<file path="config.mk">
export PLATFORM = sky130hd
export DESIGN_NAME = instr_mem_writer_flat
export DESIGN_NICKNAME = d
export VERILOG_FILES = /design/src/rtl/instr_mem_writer_pkg.sv /design/src/rtl/instr_mem_writer_if.sv /design/src/rtl/instr_mem_writer_packer.sv /design/src/rtl/instr_mem_writer.sv /design/src/flat_wrapper.sv
export SDC_FILE = /design/constraint.sdc
export NUM_CORES = 1
export LEC_CHECK = 0
export BUFFER_PORTS_ARGS = -buffer_cell sky130_fd_sc_hd__buf_4
export CAP_MARGIN = 10
export CORE_MARGIN = 5
export CORE_UTILIZATION = 36
export DETAILED_ROUTE_END_ITERATION = 10
export PLACE_DENSITY = 0.61
export SYNTH_ARGS = -nofsm -noshare
export SYNTH_HDL_FRONTEND = slang
export SYNTH_SLANG_ARGS = --single-unit
</file>
<file path="constraint.sdc">
create_clock -name clk -period 2.7 [get_ports clk]
set_clock_uncertainty 0.1 [all_clocks]
set_input_delay 0.135 -clock clk [delete_from_list [all_inputs] [get_ports clk]]
set_output_delay 0.135 -clock clk [all_outputs]
set_load 0.1 [all_outputs]
</file>
<file path="src/rtl/instr_mem_writer_pkg.sv">
// Shared definitions for the instruction memory write and read sides.
// Package name: imem_pkg.
package imem_pkg;

    typedef enum logic [1:0] {
        ST_IDLE  = 2'd0,
        ST_RECV  = 2'd1,
        ST_WRITE = 2'd2,
        ST_DONE  = 2'd3
    } imem_state_t;

    localparam int          BYTE_W         = 8;
    localparam int          WORD_W         = 32;
    localparam int          BYTES_PER_WORD = 4;
    localparam int          MEM_SIZE_DEF   = 128;
    localparam logic [31:0] HALT_WORD_DEF  = 32'hFFFF_FFFF;

    // Byte lanes of a big-endian word: lane 0 is the most significant byte.
    localparam logic [1:0] LANE_B0 = 2'd0;
    localparam logic [1:0] LANE_B1 = 2'd1;
    localparam logic [1:0] LANE_B2 = 2'd2;
    localparam logic [1:0] LANE_B3 = 2'd3;

    function automatic logic [BYTE_W-1:0] word_lane(input logic [WORD_W-1:0] word,
                                                    input logic [1:0]        lane);
        logic [BYTE_W-1:0] b;
        b = word[31:24];
        case (lane)
            LANE_B0: b = word[31:24];
            LANE_B1: b = word[23:16];
            LANE_B2: b = word[15:8];
            LANE_B3: b = word[7:0];
            default: b = word[31:24];
        endcase
        return b;
    endfunction

endpackage

</file>
<file path="src/rtl/instr_mem_writer_if.sv">
// Loader byte stream (valid/ready) plus byte-wide instruction memory write bus.
// master: loader/memory side; slave: the writer.
interface instr_mem_writer_if #(
    parameter int bitsDir = 32
);
    logic [7:0]         rx_data;
    logic               rx_valid;
    logic               rx_ready;
    logic               mem_we;
    logic [bitsDir-1:0] mem_addr;
    logic [7:0]         mem_wdata;

    modport master (
        output rx_data,
        output rx_valid,
        input  rx_ready,
        input  mem_we,
        input  mem_addr,
        input  mem_wdata
    );

    modport slave (
        input  rx_data,
        input  rx_valid,
        output rx_ready,
        output mem_we,
        output mem_addr,
        output mem_wdata
    );
endinterface

</file>
<file path="src/rtl/instr_mem_writer_packer.sv">
// instr_word_packer: assembles 4 accepted bytes into a big-endian word.
// The first byte lands in the MSB lane; full is held until the writer clears it.
module instr_word_packer
    import imem_pkg::*;
(
    input  logic              clk,
    input  logic              rst_n,
    input  logic              clear,
    input  logic              load,
    input  logic [BYTE_W-1:0] byte_in,
    output logic [WORD_W-1:0] word,
    output logic              full,
    output logic              last
);
    logic [WORD_W-1:0] word_q;
    logic [1:0]        idx_q;
    logic              full_q;

    assign word = word_q;
    assign full = full_q;
    // High in the cycle the fourth byte of a word is being accepted.
    assign last = load && (idx_q == LANE_B3);

    // Byte index, assembled word and full flag.
    always_ff @(posedge clk or negedge rst_n) begin
        if (!rst_n) begin
            word_q <= '0;
            idx_q  <= '0;
            full_q <= 1'b0;
        end else if (clear) begin
            word_q <= '0;
            idx_q  <= '0;
            full_q <= 1'b0;
        end else if (load) begin
            for (int k = 0; k < BYTES_PER_WORD; k++) begin
                if (idx_q == 2'(k)) begin
                    word_q[WORD_W-BYTE_W*(k+1) +: BYTE_W] <= byte_in;
                end
            end
            idx_q <= idx_q + 2'd1;
            if (idx_q == LANE_B3) begin
                full_q <= 1'b1;
            end
        end
    end
endmodule

</file>
<file path="src/rtl/instr_mem_writer.sv">
// instr_mem_writer: loads a program byte stream into the byte-wide instruction
// memory, one 32-bit word (4 byte writes) at a time, until HALT or memory full.
// Optional macro IMEM_WR_CHECKSUM_EN adds a running XOR checksum output.
//
// state    | meaning
// ---------+-----------------------------------------------------------
// ST_IDLE  | waiting for start after reset
// ST_RECV  | accepting bytes of the current word
// ST_WRITE | four byte-write beats of the assembled word
// ST_DONE  | load finished (HALT or memory full), flags held
module instr_mem_writer
    import imem_pkg::*;
#(
    parameter int          bitsDir   = 32,
    parameter int          MEM_SIZE  = MEM_SIZE_DEF,
    parameter logic [31:0] HALT_WORD = HALT_WORD_DEF
) (
    input  logic               clk,
    input  logic               rst_n,
    input  logic               start,
    instr_mem_writer_if.slave  bus,
    output logic               busy,
    output logic               done,
    output logic               overflow,
    output logic [bitsDir-1:0] word_count
`ifdef IMEM_WR_CHECKSUM_EN
    ,
    output logic [7:0]         checksum
`endif
);
    localparam logic [bitsDir-1:0] LAST_BASE = bitsDir'(MEM_SIZE - BYTES_PER_WORD);
    localparam logic [bitsDir-1:0] WORD_STEP = bitsDir'(BYTES_PER_WORD);

    imem_state_t        state_q, state_d;
    logic [1:0]         beat_q, beat_d;
    logic [bitsDir-1:0] base_q, base_d;
    logic [bitsDir-1:0] count_q, count_d;
    logic               done_q, done_d;
    logic               ovf_q, ovf_d;

    logic               rx_ready;
    logic               mem_we;
    logic               accept;
    logic               load_start;
    logic               pk_clear;
    logic [WORD_W-1:0]  pk_word;
    logic               pk_full;
    logic               pk_last;

    assign accept = bus.rx_valid && rx_ready;

    instr_word_packer u_packer (
        .clk     (clk),
        .rst_n   (rst_n),
        .clear   (pk_clear),
        .load    (accept),
        .byte_in (bus.rx_data),
        .word    (pk_word),
        .full    (pk_full),
        .last    (pk_last)
    );

    assign bus.rx_ready  = rx_ready;
    assign bus.mem_we    = mem_we;
    assign bus.mem_addr  = base_q + bitsDir'(beat_q);
    assign bus.mem_wdata = word_lane(pk_word, beat_q);
    assign done          = done_q;
    assign overflow      = ovf_q;
    assign word_count    = count_q;

    // State and write-sequencing registers.
    always_ff @(posedge clk or negedge rst_n) begin
        if (!rst_n) begin
            state_q <= ST_IDLE;
            beat_q  <= '0;
            base_q  <= '0;
            count_q <= '0;
            done_q  <= 1'b0;
            ovf_q   <= 1'b0;
        end else begin
            state_q <= state_d;
            beat_q  <= beat_d;
            base_q  <= base_d;
            count_q <= count_d;
            done_q  <= done_d;
            ovf_q   <= ovf_d;
        end
    end

    // Next-state, handshake and write-strobe decode.
    always_comb begin
        state_d    = state_q;
        beat_d     = beat_q;
        base_d     = base_q;
        count_d    = count_q;
        done_d     = done_q;
        ovf_d      = ovf_q;
        rx_ready   = 1'b0;
        mem_we     = 1'b0;
        busy       = 1'b0;
        load_start = 1'b0;
        pk_clear   = 1'b0;

        case (state_q)
            ST_IDLE, ST_DONE: begin
                if (start) begin
                    load_start = 1'b1;
                    pk_clear   = 1'b1;
                    base_d     = '0;
                    count_d    = '0;
                    beat_d     = '0;
                    done_d     = 1'b0;
                    ovf_d      = 1'b0;
                    state_d    = ST_RECV;
                end
            end

            ST_RECV: begin
                busy     = 1'b1;
                rx_ready = !pk_full;
                if (pk_last) begin
                    beat_d  = '0;
                    state_d = ST_WRITE;
                end
            end

            ST_WRITE: begin
                busy   = 1'b1;
                mem_we = 1'b1;
                beat_d = beat_q + 2'd1;
                if (beat_q == LANE_B3) begin
                    // Word fully written; release the packer for the next word.
                    count_d  = count_q + 1'b1;
                    pk_clear = 1'b1;
                    if (pk_word == HALT_WORD) begin
                        done_d  = 1'b1;
                        ovf_d   = 1'b0;
                        state_d = ST_DONE;
                    end else if (base_q == LAST_BASE) begin
                        done_d  = 1'b1;
                        ovf_d   = 1'b1;
                        state_d = ST_DONE;
                    end else begin
                        base_d  = base_q + WORD_STEP;
                        state_d = ST_RECV;
                    end
                end
            end

            default: begin
                state_d = ST_IDLE;
            end
        endcase
    end

`ifdef IMEM_WR_CHECKSUM_EN
    logic [7:0] csum_q;

    assign checksum = csum_q;

    // Running XOR of every accepted byte since the last start.
    always_ff @(posedge clk or negedge rst_n) begin
        if (!rst_n) begin
            csum_q <= '0;
        end else if (load_start) begin
            csum_q <= '0;
        end else if (accept) begin
            csum_q <= csum_q ^ bus.rx_data;
        end
    end
`endif
endmodule

</file>
<file path="src/flat_wrapper.sv">
// flat-port wrapper written by rule: the top's interface ports become plain ports
module instr_mem_writer_flat import imem_pkg::*;
#(
    parameter int          bitsDir   = 32,
    parameter int          MEM_SIZE  = MEM_SIZE_DEF,
    parameter logic [31:0] HALT_WORD = HALT_WORD_DEF
)
  (clk, rst_n, start, busy, done, overflow, word_count, bus_rx_data, bus_rx_valid, bus_rx_ready, bus_mem_we, bus_mem_addr, bus_mem_wdata);
  instr_mem_writer_if #(.bitsDir(bitsDir)) bus_i ();
  input  logic clk;
  input  logic rst_n;
  input  logic start;
  output logic busy;
  output logic done;
  output logic overflow;
  output logic [bitsDir-1:0] word_count;
  input wire logic [$bits(bus_i.rx_data)-1:0] bus_rx_data;
  input wire logic [$bits(bus_i.rx_valid)-1:0] bus_rx_valid;
  output wire logic [$bits(bus_i.rx_ready)-1:0] bus_rx_ready;
  output wire logic [$bits(bus_i.mem_we)-1:0] bus_mem_we;
  output wire logic [$bits(bus_i.mem_addr)-1:0] bus_mem_addr;
  output wire logic [$bits(bus_i.mem_wdata)-1:0] bus_mem_wdata;
  assign bus_i.rx_data = bus_rx_data;
  assign bus_i.rx_valid = bus_rx_valid;
  assign bus_rx_ready = bus_i.rx_ready;
  assign bus_mem_we = bus_i.mem_we;
  assign bus_mem_addr = bus_i.mem_addr;
  assign bus_mem_wdata = bus_i.mem_wdata;
  instr_mem_writer #(.bitsDir(bitsDir), .MEM_SIZE(MEM_SIZE), .HALT_WORD(HALT_WORD)) u_core (.clk(clk), .rst_n(rst_n), .start(start), .bus(bus_i), .busy(busy), .done(done), .overflow(overflow), .word_count(word_count));
endmodule
</file>
==> summary.md <==
The total global routing track utilization is 17.7%. The power density over cell area came out at 732 mW/mm2. The flow ran to the end, and the final reports show no timing, DRC or antenna violations. The first global-routing pass estimated 28.0 mm of wire.

The congestion estimate from routability-driven global placement came to 0.843. After routing, the total negative slack on setup checks comes to 0 ns. In the routed layout, each cell is associated on average with a via count of 5.63. The floorplan step defined a core boundary enclosing 0.0164 mm2. Sum of routed wire length over all layers: 17.0 mm.

The run gives 36.2% as the effective utilization at floorplan. Static timing analysis puts the maximum clock frequency at 394 MHz. The critical path is of the flip-flop to flip-flop type. Once detail routing completed, the nets flagged for antenna violations numbered 0. After synthesis the cells add up to 0.00595 mm2. Clock tree synthesis inserted a total of 9 buffers. The synthesized design spends more area on one cell type than any other, namely sky130_fd_sc_hd__dfrtp_1. Overall power consumption after layout is estimated at 5.31 mW. The share of flip-flops with an asynchronous set or reset after synthesis is 100%, and the top-level I/O count is 89. The number of nets in the synthesized netlist is 698. The top cell type by area accounts for 43.3% of the synthesized area. Yosys mapped the design onto 59 distinct sky130hd cell types. TritonCTS built the clock tree. Setup repair after global routing left no endpoint under its margin.

For the post-synthesis sequential area ratio, the log shows 43.3%. The deepest clock path buffer count is 2, and the slew of the pin with the lowest slew margin is 0.807 ns. The tree is rooted in a sky130_fd_sc_hd__clkbuf_16.

The logs give 5,258 for the number of global-route vias before repair and 0 for the initial antenna violation count. The maximum VDD drop is 0.570 mV. For the count of unresolved DRC violations after routing, the log shows 0. Among all flip-flop cells after synthesis, the most frequent one is sky130_fd_sc_hd__dfrtp_1. Final instance count without filler cells: 961. In this run the worst path has a maximum fanout of 21. The run gives 0.161 ns as the worst-case setup margin in the final layout.

Max-cap violations in this run came to 0. Across all register-to-register paths, the minimum setup slack is 0.16 ns. Summed over all cells, the static leakage comes to 3.14 nW. The Yosys warning count was 0.

The tools report the maximum number of pins on one net before global-route repair as 60. The net count of the finished layout is 762. After floorplanning, the core was divided into 47 placement rows.

The first detailed-routing pass ran for 5 iterations. The remaining max-slew budget at the tightest pin is 46.2%, and the post-synthesis sequential element count is 103. The count of input and output buffers works out to 88. The post-synthesis cell count is 672, and the worst slack at placement is 0.136 ns. Die boundary width: 139 um. The smallest hold slack was 0.0227 ns.

The filler cells instantiated in the layout total 1,615. By area the synthesized netlist is led by sky130_fd_sc_hd__dfrtp_1, sky130_fd_sc_hd__nand2_1, sky130_fd_sc_hd__nand4_1. For the worst-skew pair, the clock arrives at the later sink with an insertion delay of 0.36 ns. Global routing finished with a remaining overflow of 0.

The number of buffers added to fix hold violations after cts is 9, and the number of instances in the placed design is 936. The kind of end point of the critical path was a flip-flop. The clock period minus final worst setup slack was 2.54 ns. The kind of launch point of the worst setup path is a flip-flop. In the synthesized netlist, the cells that appear most often are sky130_fd_sc_hd__nand2_1, sky130_fd_sc_hd__dfrtp_1, sky130_fd_sc_hd__clkbuf_1.

The area added between synthesis and finish is 21.9%, and the final cycle utilization of the critical path is 94.0%. The number of antenna diodes in the final layout is 0. The clock tree synthesis step divided the H-tree into 3 levels.

The data arrival time at the worst-slack endpoint was 2.67 ns; the final core utilization was 44.2%. The via count of the routed design is 5,408, and the detailed placer's ending HPWL is 12.0 mm. The number of flops mapped to enable cells by yosys was 0; the number of violations reported at the end of detailed-routing iteration 0 was 458. The min-delay analysis places its worst path in the category primary input to flip-flop.

The finished cells cover 0.00725 mm2. Summing all multi-input logic gate instances after layout gives 0.00303 mm2. Average detailed-routed wire length per instance: 17.7 um. The die covers 0.0192 mm2.

In the final layout, the share of cells above drive strength 1 is 22.3%. The final number of hold-violating endpoints is 0, and the y dimension of the die is 139 um. After detailed placement, the total cell area comes to 0.00686 mm2. The final max-slew violation count is 0. The most frequently used cell type in the post-synthesis netlist was sky130_fd_sc_hd__nand2_1. The clock net in this run drives a total of 103 sinks.

Across the whole layout, storage elements account for 0.00258 mm2. The post-CTS setup buffer count is 0, and the average size of a mapped cell is 8.85 um2. Setup violations remaining at the end of the flow were counted as 0. The clock transition at the registers of the reported paths was 0.08 ns; the required time reported for the critical path endpoint was 2.83 ns. The post-cts resize count was 0.
[critical path: stages (launching register included)]
cell                       delay, ns
sky130_fd_sc_hd__dfrtp_1        0.41
sky130_fd_sc_hd__inv_1          0.07
sky130_fd_sc_hd__ha_2           0.31
sky130_fd_sc_hd__and2b_4        0.25
sky130_fd_sc_hd__or3_2          0.50
sky130_fd_sc_hd__buf_4          0.23
sky130_fd_sc_hd__o311ai_0       0.40
sky130_fd_sc_hd__o31ai_1        0.14
[flip-flops by register name, summed over array words and instances (netlist names)]
register and flops:
u_core.done 1, u_core.u_packer.idx_q 2, u_core.u_packer.word 32, u_core.word_count 32
u_core.u_packer.full 1, u_core.beat_q 2, u_core.overflow 1, u_core.base_q 30
u_core.state_q 2
[power by group]
part | leakage [nW] | total [mW] | switching, mW | internal, mW
clock network | 0.146 | 1.36 | 0.610 | 0.746
logic | 1.61 | 1.97 | 1.42 | 0.555
registers | 1.39 | 1.98 | 0.196 | 1.78
[layout make-up]
type	count	share of cell area, %
Clock buffer	11	3.35
Clock inverter	5	0.777
Inverter	24	1.24
Multi-Input combinational cell	475	41.9
Sequential cell	103	35.6
Tap cell	220	3.80
Timing Repair Buffer	123	13.4
[cells by family after synthesis]
kind of cell	Yosys count	synth area share (%)
AOI/OAI and AO/OA	131	14.6
xor gates and xnor gates	18	2.65
adders and majority gates	14	2.95
buffers and inverters	94	7.51
DFF	103	43.3
muxes	11	1.85
and+or+nand+nor	301	27.1
[routing by layer]
layer / up-vias / track usage (%) / wire length, um
li1: 2536 / - / -
met1: 2653 / 23.3 / 7520
met2: 192 / 28.7 / 8150
met3: 27 / 4.63 / 1060
met4: 0 / 5.36 / 255
met5: - / 0 / 0
[cells in the final DEF, fill, tap and decap left out, drive strengths merged, types with 8 or more instances in the layout]
cell         count
nand2          112
a222oi           8
inv             25
o21ai           25
dlygate4sd3      9
or4              8
or3             18
buf            114
and2            11
mux2i           11
xor2            14
nand3           33
dfrtp          103
nor2            32
ha              14
nor4             9
nand4           43
o211ai          10
a21oi           49
clkbuf          11
o31ai           11
nor3            12
o311ai          13
and3             8
[worst paths after layout]
check	start	to	depth (start not counted)
max in group asynchronous	rst_n	u_core.u_packer.word[26]	3
setup reg to reg	u_core.state_q[0]	u_core.base_q[7]	7
hold / removal	start	u_core.done	3
min in group asynchronous	rst_n	u_core.word_count[12]	2
setup / recovery	u_core.state_q[0]	u_core.base_q[7]	7
hold reg to reg	u_core.u_packer.full	u_core.u_packer.full	2
No activity file was read; power rests on OpenSTA's default activity.
